==> src/rtl/tag_queue_pkg.sv <==
`default_nettype none
// ============================================================================
// Module      : tag_queue_pkg
// Description : Shared types and default sizes for the tag queue controller.
// Revision    : 1.0 - initial release
// ============================================================================
package tag_queue_pkg;

  // Default sizing: 9-bit rename/issue tags, eight-entry queue.
  localparam int c_def_width = 9;
  localparam int c_def_depth = 8;

  // One stored tag word.
  typedef logic [c_def_width-1:0] tag_t;

  // Read/write pointer into the word bank.
  typedef logic [$clog2(c_def_depth)-1:0] ptr_t;

endpackage
`default_nettype wire

==> src/rtl/tag_word_reg.sv <==
`default_nettype none
// ============================================================================
// Module      : tag_word_reg
// Description : One storage word of the tag queue: a WIDTH-bit register that
//               loads only when its enable is high, cleared by reset.
// Revision    : 1.0 - initial release
// ============================================================================
module tag_word_reg #(
  parameter int WIDTH = 9
) (
  input  logic             clk,
  input  logic             reset,   // asynchronous, active-low
  input  logic             i_en,
  input  logic [WIDTH-1:0] i_d,
  output logic [WIDTH-1:0] o_q
);

  logic [WIDTH-1:0] r_q;

  // Capture the incoming tag only when this word is the write target.
  always_ff @(posedge clk or negedge reset) begin
    if (!reset) begin
      r_q <= '0;
    end else if (i_en) begin
      r_q <= i_d;
    end
  end

  assign o_q = r_q;

endmodule
`default_nettype wire

==> src/rtl/tag_queue_ctrl.sv <==
`default_nettype none
// ============================================================================
// Module      : tag_queue_ctrl
// Description : Circular FIFO controller for a bank of tag words. Produces the
//               one-hot word enables, read/write pointers, occupancy count and
//               valid/ready handshakes, with a single-cycle flush used for
//               branch-mispredict recovery.
// Revision    : 1.0 - initial release
// ============================================================================
module tag_queue_ctrl
  import tag_queue_pkg::*;
#(
  parameter int WIDTH = c_def_width,
  parameter int DEPTH = c_def_depth,   // power of two, at least 2
  parameter int CNTW  = $clog2(DEPTH + 1)  // derived, leave at default
) (
  input  logic             clk,
  input  logic             reset,      // asynchronous, active-low
  input  logic             enq_valid,
  output logic             enq_ready,
  input  logic [WIDTH-1:0] enq_data,
  output logic             deq_valid,
  input  logic             deq_ready,
  output logic [WIDTH-1:0] deq_data,
  input  logic             flush,
  output logic [CNTW-1:0]  count,
  output logic             full,
  output logic             empty
);

  localparam int              c_ptrw       = $clog2(DEPTH);
  localparam logic [CNTW-1:0] c_full_count = CNTW'(DEPTH);
  localparam logic [CNTW-1:0] c_cnt_one    = CNTW'(1);
  localparam logic [c_ptrw-1:0] c_ptr_one  = c_ptrw'(1);

  logic [c_ptrw-1:0] r_wr_ptr;
  logic [c_ptrw-1:0] r_rd_ptr;
  logic [CNTW-1:0]   r_count;

  logic              w_enq_fire;
  logic              w_deq_fire;
  logic [DEPTH-1:0]  w_wen;
  logic [WIDTH-1:0]  w_words [DEPTH];

  // Flags derive from the registered count only, so enq_ready never sees
  // deq_ready combinationally: a full queue refuses the enqueue even in the
  // cycle it is being drained.
  assign full      = (r_count == c_full_count);
  assign empty     = (r_count == '0);
  assign enq_ready = !full;
  assign deq_valid = !empty;
  assign count     = r_count;

  // A flush cycle swallows both transfers regardless of the handshakes.
  assign w_enq_fire = enq_valid & enq_ready & ~flush;
  assign w_deq_fire = deq_valid & deq_ready & ~flush;

  // Head word is presented straight from storage; no fall-through path.
  assign deq_data = w_words[r_rd_ptr];

  // Word bank: each word loads only when the write pointer selects it.
  for (genvar gi = 0; gi < DEPTH; gi++) begin : g_words
    assign w_wen[gi] = w_enq_fire && (r_wr_ptr == c_ptrw'(gi));

    tag_word_reg #(
      .WIDTH (WIDTH)
    ) u_word (
      .clk   (clk),
      .reset (reset),
      .i_en  (w_wen[gi]),
      .i_d   (enq_data),
      .o_q   (w_words[gi])
    );
  end

  // Pointer advance; DEPTH is a power of two so wrap is the natural overflow.
  always_ff @(posedge clk or negedge reset) begin
    if (!reset) begin
      r_wr_ptr <= '0;
      r_rd_ptr <= '0;
    end else if (flush) begin
      r_wr_ptr <= '0;
      r_rd_ptr <= '0;
    end else begin
      if (w_enq_fire) r_wr_ptr <= r_wr_ptr + c_ptr_one;
      if (w_deq_fire) r_rd_ptr <= r_rd_ptr + c_ptr_one;
    end
  end

  // Occupancy tracking; handshakes keep it within 0..DEPTH.
  always_ff @(posedge clk or negedge reset) begin
    if (!reset) begin
      r_count <= '0;
    end else if (flush) begin
      r_count <= '0;
    end else begin
      case ({w_enq_fire, w_deq_fire})
        2'b10:   r_count <= r_count + c_cnt_one;
        2'b01:   r_count <= r_count - c_cnt_one;
        default: r_count <= r_count;
      endcase
    end
  end

endmodule
`default_nettype wire

==> config.mk <==
export PLATFORM = sky130hd
export DESIGN_NAME = tag_queue_ctrl
export DESIGN_NICKNAME = d
export VERILOG_FILES = /design/src/rtl/tag_queue_pkg.sv /design/src/rtl/tag_word_reg.sv /design/src/rtl/tag_queue_ctrl.sv
export SDC_FILE = /design/constraint.sdc
export NUM_CORES = 1
export LEC_CHECK = 0
export ABC_AREA = 1
export CAP_MARGIN = 5
export CORE_MARGIN = 2
export CORE_UTILIZATION = 35
export DETAILED_ROUTE_END_ITERATION = 16
export GPL_TIMING_DRIVEN = 1
export PLACE_DENSITY = 0.55
export REMOVE_ABC_BUFFERS = 1
export SLEW_MARGIN = 20
export SYNTH_ARGS = -nofsm -noshare
export SYNTH_HDL_FRONTEND = slang
export SYNTH_HIERARCHICAL = 1
export SYNTH_SLANG_ARGS = --single-unit
==> constraint.sdc <==
create_clock -name clk -period 1.8 [get_ports clk]
set_clock_uncertainty 0.15 [all_clocks]
set_input_delay 0.54 -clock clk [delete_from_list [all_inputs] [get_ports clk]]
set_output_delay 0.54 -clock clk [all_outputs]
set_load 0.03 [all_outputs]
# --- After elaboration in Yosys (flattened, before gate mapping) ---
# Cells that the tools add are included.
# W data, S select, Z words.
totals:
  input_bits: 14
  elab_cells: 56
  regBits: 82
  output_inout_bits: 17
classes:
  bitwise: 6
  n_addsub: 4
  n_reduce_logical: 15
  n_eq_ne: 10
  order_cmp: 1
  muxes: 9
ops:
  columns: ["op", "count"]
  rows:
  - ["$bmux W9 S3", 1]
  - ["$mux W9", 2]
  - ["$eq A3 B3 Y1 const B", 4]
  - ["$mux W3", 4]
  - ["$logic_and A1 B1 Y1", 8]
  - ["$pmux W4 S2", 1]
  - ["$add A3 B1 Y3 const B", 2]
  - ["$eq A3 B2 Y1 const B", 2]
  - ["$add A4 B1 Y4 const B", 1]
  - ["$and A1 B1 Y1", 4]
  - ["$eq A4 B4 Y1 const B", 1]
  - ["$ge A4 B4 Y1 const B", 1]
  - ["$logic_not A4 Y1", 1]
  - ["$mux W4", 1]
  - ["$not A3 Y4", 1]
  - ["$reduce_bool A2 Y1", 2]
  - ["$sub A4 B1 Y4 const B", 1]
  - ["$eq A3 B1 Y1 const B", 1]
  - ["$logic_not A3 Y1", 1]
  - ["$reduce_bool A3 Y1", 1]
  - ["$eq A2 B1 Y1 const B", 1]
  - ["$eq A2 B2 Y1 const B", 1]
  - ["$logic_not A1 Y1", 2]
  - ["$not A1 Y1", 1]

# --- Logic depth before layout (Yosys ltp) ---
depth:
  ltp_word: 7
  ltp_mapped: 13
  ltp_nobuf: 13

# --- Hierarchy ---
# Netlist, hierarchy kept.
by_module_without_submodules:
  columns: ["module", "area_each_um2", "cells_per_inst", "instances", "seq_area_each_um2"]
  rows:
  - ["tag_word_reg", 341.6, 38, 8, 225.2]
  - ["tag_queue_ctrl", 1395.1, 227, 1, 250.2]

# --- Worst setup path after synthesis ---
# No wires, ideal clock.
synth_path:
  path_kind: "flip-flop to flip-flop"
  start: "reg r_count[2], in the netlist count[2]"
  end: "reg r_count[3], in the netlist count[3]"
  setup_ns: 0.118
  n_path_buf: 0
  period_less_slack_ns: 2.303
  stages_incl_launch_ff: 14
  arrival_ns: 2.035
  path_slack_ns: -0.503
  required_time_ns: 1.532
  cell_sequence: "dfrtp_1 > nor2_1 > nand2_2 > nand3_1 > nor2_1 > ha_1 > nand3_1 > nand3_1 > nand2_1 > nand2_1 > inv_1 > nand2_1 > nand4_1 > nand2_1"
synth_between:
  elab_chain_cells: 7
  word_cells_on_any_way: 15
  classes_between: "add/sub: 2; eq/ne: 3; mux: 2; bitwise: 4; reduce/logical: 4"
synth_rtl:
  columns: ["element", "line", "text"]
  rows:
  - ["start: declaration", "tag_queue_ctrl.sv:38", "logic [CNTW-1:0] r_count;"]
  - ["start signal: assignment", "tag_queue_ctrl.sv:98", "2'b10: r_count <= r_count + c_cnt_one;"]
  - ["start signal: assignment", "tag_queue_ctrl.sv:99", "2'b01: r_count <= r_count - c_cnt_one;"]
  - ["start signal: assignment", "tag_queue_ctrl.sv:100", "default: r_count <= r_count;"]
  - ["$logic_not A4 Y1 *", "tag_queue_ctrl.sv:49", "assign empty = (r_count == '0);"]
  - ["$logic_not A1 Y1 *", "tag_queue_ctrl.sv:51", "assign deq_valid = !empty;"]
  - ["named net deq_valid", "tag_queue_ctrl.sv:22", "output logic deq_valid,"]
  - ["$and A1 B1 Y1 * (2 in series)", "tag_queue_ctrl.sv:56", "assign w_deq_fire = deq_valid & deq_ready & ~flush;"]
  - ["$eq A2 B1 Y1 / $eq A2 B2 Y1 (equally long branches)", "tag_queue_ctrl.sv:97", "case ({w_enq_fire, w_deq_fire})"]
  - ["$pmux W4 S2", "tag_queue_ctrl.sv:97", null]
  - ["$mux W4", "tag_queue_ctrl.sv:94", "end else if (flush) begin"]
# The timed path passes the listed nets; every way through them passes the cells marked *.
# A chain may end at the register's enable or synchronous reset.

# --- Worst setup path in the final report ---
layout_path:
  start: "reg r_rd_ptr[0]"
  end: "out deq_data[1]"
layout_between:
  elab_chain_cells: 4
layout_rtl:
  columns: ["element", "line", "text"]
  rows:
  - ["start: declaration", "tag_queue_ctrl.sv:37", "logic [c_ptrw-1:0] r_rd_ptr;"]
  - ["start signal: assignment", "tag_queue_ctrl.sv:86", "if (w_deq_fire) r_rd_ptr <= r_rd_ptr + c_ptr_one;"]
  - ["$not A3 Y4 (implied by the code)", "tag_queue_ctrl.sv:59", "assign deq_data = w_words[r_rd_ptr];"]
  - ["$bmux W9 S3", "tag_queue_ctrl.sv:59", null]
  - ["$mux W9 (implied by the code) (2 in series)", "tag_queue_ctrl.sv:59", null]
  - ["end: declaration", "tag_queue_ctrl.sv:24", "output logic [WIDTH-1:0] deq_data,"]
# Every way passes these cells. The select of a mux whose other input is x is not followed.

==> flow_summary_export.csv <==
group,metric,value,unit
outcome,status,"finished, violations left",
outcome,violations,"negative setup slack",
setup_path,worst-r2r-cell-count,12,
logic_synthesis,synth-seq-area-share,0.497,
sta,min_period,2.42,ns
floorplanning,die_h,113,µm
cells_and_area,fin_util,0.532,
power,p_sw_frac,0.397,
sta,setup_slack,-0.619,ns
flow_run,cap_violations,0,
cells_and_area,layout_commonest_cell,"nand2_1",
detailed_routing,wl_met3,553,µm
floorplanning,fp.dieW,113,µm
logic_synthesis,netlist_area,4130,µm²
logic_synthesis,synth_cell_types,29,
placement,place_inst,743,
logic_synthesis,yosysWarnings,6,
sta,setup_viol_count_final,81,
setup_path,crit_buf_inv,3,
cells_and_area,diodes,0,
power,p_int,0.00508,W
power,peakVddDrop,881,µV
cells_and_area,layout_common_cells,"nand2_1 (188), dfrtp_1 (79), nor2_1 (53)",
power,seq_power_share,0.313,
power,power_frac_comb,0.475,
sta,slew_headroom,0.676,
setup_path,r2r_slack,-0.22,ns
global_route,grt_max_degree,34,
setup_path,worstReg2RegStart,"count[3]$_DFFE_PN0P_",
detailed_routing,wl_per_cell,16.6,µm
setup_path,r2r_end,"g_words[5].u_word/o_q[6]$_DFFE_PN0P_",
power,powerDensity,1380,nW/µm²
power,leakage,3.09,nW
detailed_routing,highest_layer,"met4",
logic_synthesis,ys_ff_latch,82,
global_route,grt_pass1_wl,20300,µm
global_route,antenna_found_initial,0,
sta,hold_viol,0,
min_path,min_to,"g_words[6].u_word/o_q[8]$_DFFE_PN0P_",
min_path,hold_class,"reg -> reg",
clock_tree,htreeDepth,3,
global_route,grt_overflow,0,
floorplanning,rows,39,
setup_path,endpoint_kind,"output port",
detailed_routing,route.met2.wl,6390,µm
setup_path,cp.required,1.11,ns
detailed_routing,vias,3850,
power,clkPwrFrac,0.212,
detailed_routing,drc_errors,0,
clock_tree,numClockSinks,82,
global_route,grt.total_usage,0.206,
clock_tree,clk-insertion-delay-late,0.34,ns
sta,rsz0062_at_grt,"true",
cells_and_area,finalNetCount,655,
setup_path,cp_slowest_cell,"dfrtp_2",
min_path,whs_path_depth,2,
setup_path,critPathTopFamily,"flip-flops",
cells_and_area,fin_cells,779,
floorplanning,die_area,12700,µm²
sta,maxSlewViolCount,0,
logic_synthesis,synth.avg_cell_area,7.77,µm²
cells_and_area,nFillCells,1064,
setup_path,critPathArrivalTime,1.73,ns
logic_synthesis,synth_edf_count,0,
placement,port_buffers,30,
setup_path,crit_type,"reg -> out",
floorplanning,ioPinCount,31,
global_route,grt_pass1_vias,3847,
detailed_routing,viasPerCell,4.94,
sta,fmax,413,MHz
clock_tree,cts_tree,"done",
floorplanning,start_util,0.360,
sta,period_share,1.34,
setup_path,cp_cell_sequence,"clkinv_4 > buf_12 > nor2_2 > o22ai_2 > nor2_1 > a31oi_1 > buf_4",
clock_tree,clockBufferDepth,2,
sta,worst_pin_slew,0.485,ns
placement,dp_hpwl,8210,µm
setup_path,max_stage_delay,0.46,ns
power,switchingPower,0.00334,W
logic_synthesis,syn_inst,531,
clock_tree,cts-buffers-inserted,9,
clock_tree,cts_root_buf,"clkbuf_16",
logic_synthesis,yosys_most_used_dff,"dfrtp_1",
detailed_routing,drtAntennaViolNets,0,
detailed_routing,wl_met1,5730,µm
detailed_routing,firstDrtPassIters,4,
floorplanning,design.core.area,11500,µm²
clock_tree,path_clk_slew,0.07,ns
placement,gp_congestion,0.844,
cells_and_area,syn2layout_area_growth,47.9,%
logic_synthesis,postSynth.asyncResetShare,1.00,
setup_path,worst_setup_path_start_kind,"flop",
cells_and_area,drive_gt1_frac,0.352,
setup_path,cp_max_fo,6,
detailed_routing,routed_wl,12900,µm
min_path,min_from,"g_words[6].u_word/o_q[8]$_DFFE_PN0P_",
detailed_routing,drtIter0Drc,295,
==> metal layers <==
metal / global-route usage / up-vias
li1: - / 1871
met3: 0.0400 / 18
met1: 0.281 / 1883
met2: 0.331 / 78
met4: 0.0675 / 0
met5: 0 / -
==> Yosys cell counts (4+ instances only) <==
| cell type | count | area [µm²] |
|---|---|---|
| nor3_1 | 6 | 30.0 |
| nand3_1 | 4 | 20.0 |
| o21ai_0 | 38 | 190 |
| inv_2 | 13 | 48.8 |
| ha_1 | 9 | 113 |
| o21ai_1 | 5 | 25.0 |
| a31oi_1 | 9 | 56.3 |
| nand2_1 | 234 | 878 |
| nor2_2 | 11 | 68.8 |
| buf_6 | 10 | 113 |
| o22ai_1 | 10 | 62.6 |
| nor2_1 | 58 | 218 |
| dfrtp_1 | 82 | 2050 |
| nand2_2 | 4 | 25.0 |
| inv_1 | 14 | 52.6 |
| buf_2 | 8 | 40.0 |
==> cells by family after synthesis <==
logic type / Yosys count / synth area share
AND/OR/NAND/NOR: 322 / 0.311
flip-flops: 82 / 0.497
AO/OA/AOI/OAI: 66 / 0.0870
buffers and inverters: 50 / 0.0703
adder cells (fa/ha/maj): 10 / 0.0321
XOR/XNOR: 1 / 0.00212
==> power by group through the flow <==
| stage | Clock, W | Sequential [W] | Combinational (W) |
|---|---|---|---|
| 3_3_place_gp | 0 | 0.00258 | 0.00318 |
| 3_5_place_dp | 0 | 0.00260 | 0.00324 |
| 6_report | 0.00178 | 0.00264 | 0.00400 |
| 5_1_grt | 0.00191 | 0.00269 | 0.00437 |
| 4_1_cts | 0.00182 | 0.00260 | 0.00351 |
| 2_1_floorplan | 0 | 0.00268 | 0.00174 |
==> flip-flops by register name (all words and copies together) (netlist names) <==
signal / cells
count: 4
g_words.u_word/o_q: 72
r_rd_ptr: 3
r_wr_ptr: 3
==> stage by stage <==
| stage | hold slack [ns] | setup TNS, ns | worst slack [ns] | total power, W | area [µm²] |
|---|---|---|---|---|---|
| floorplan | 0.0944 | -43.88 | -0.832 | 0.00442 | 3950 |
| finish | 0.320 | -14.72 | -0.619 | 0.00842 | 6100 |
| detailed placement | 0.303 | -36.72 | -0.624 | 0.00584 | 5000 |
| global route | 0.341 | -22.14 | -0.707 | 0.00897 | 6100 |
| CTS | 0.319 | -6.97 | -0.609 | 0.00793 | 5590 |
| global placement | 0.299 | -34.82 | -0.573 | 0.00576 | 5000 |
==> area by class of cell <==
type | count | area [µm²] | share of cell area
timing repair inverter | 3 | 25.0 | 0.00410
tap | 143 | 179 | 0.0293
multi-input combinational | 399 | 2190 | 0.359
timing repair buffer | 107 | 1180 | 0.193
inverter | 29 | 184 | 0.0301
clock buffer | 11 | 253 | 0.0414
clock inverter | 5 | 38.8 | 0.00636
sequential | 82 | 2060 | 0.337
==> worst max path at each step <==
stage                            startpoint                    to  slack [ns]  depth (start not counted)
CTS                 r_rd_ptr[0]$_DFFE_PN0P_           deq_data[1]       -0.61                          7
finish              r_rd_ptr[0]$_DFFE_PN0P_           deq_data[1]       -0.62                          7
global route        r_rd_ptr[0]$_DFFE_PN0P_           deq_data[1]       -0.71                          7
floorplan           r_rd_ptr[0]$_DFFE_PN0P_           deq_data[0]       -0.83                          5
global placement                      flush  count[3]$_DFFE_PN0P_       -0.57                         13
detailed placement                    flush  count[3]$_DFFE_PN0P_       -0.62                         13
==> what timing repair did <==
| item | in CTS | in global routing |
|---|---|---|
| endpoints found under the setup margin | 89 | 93 |
| pin swaps | 10 | 82 |
| cloned | 1 | 3 |
| hold buffers | 1 | 0 |
| hold endpoints to repair | 21 | 0 |
| buffers inserted | 8 | 9 |
| gates resized for setup | 76 | 132 |
==> worst reg2reg max path, cell delays in order (launching register included) <==
cell	delay [ns]
dfrtp_2	0.44
inv_2	0.09
nor2_4	0.04
nand2_2	0.09
buf_6	0.11
nand2_4	0.05
nor2_4	0.13
clkinvlp_4	0.20
nor3_4	0.20
buf_6	0.19
clkinv_8	0.09
nand2_2	0.07
nand2_2	0.05
(Power assumes the default switching activity.)
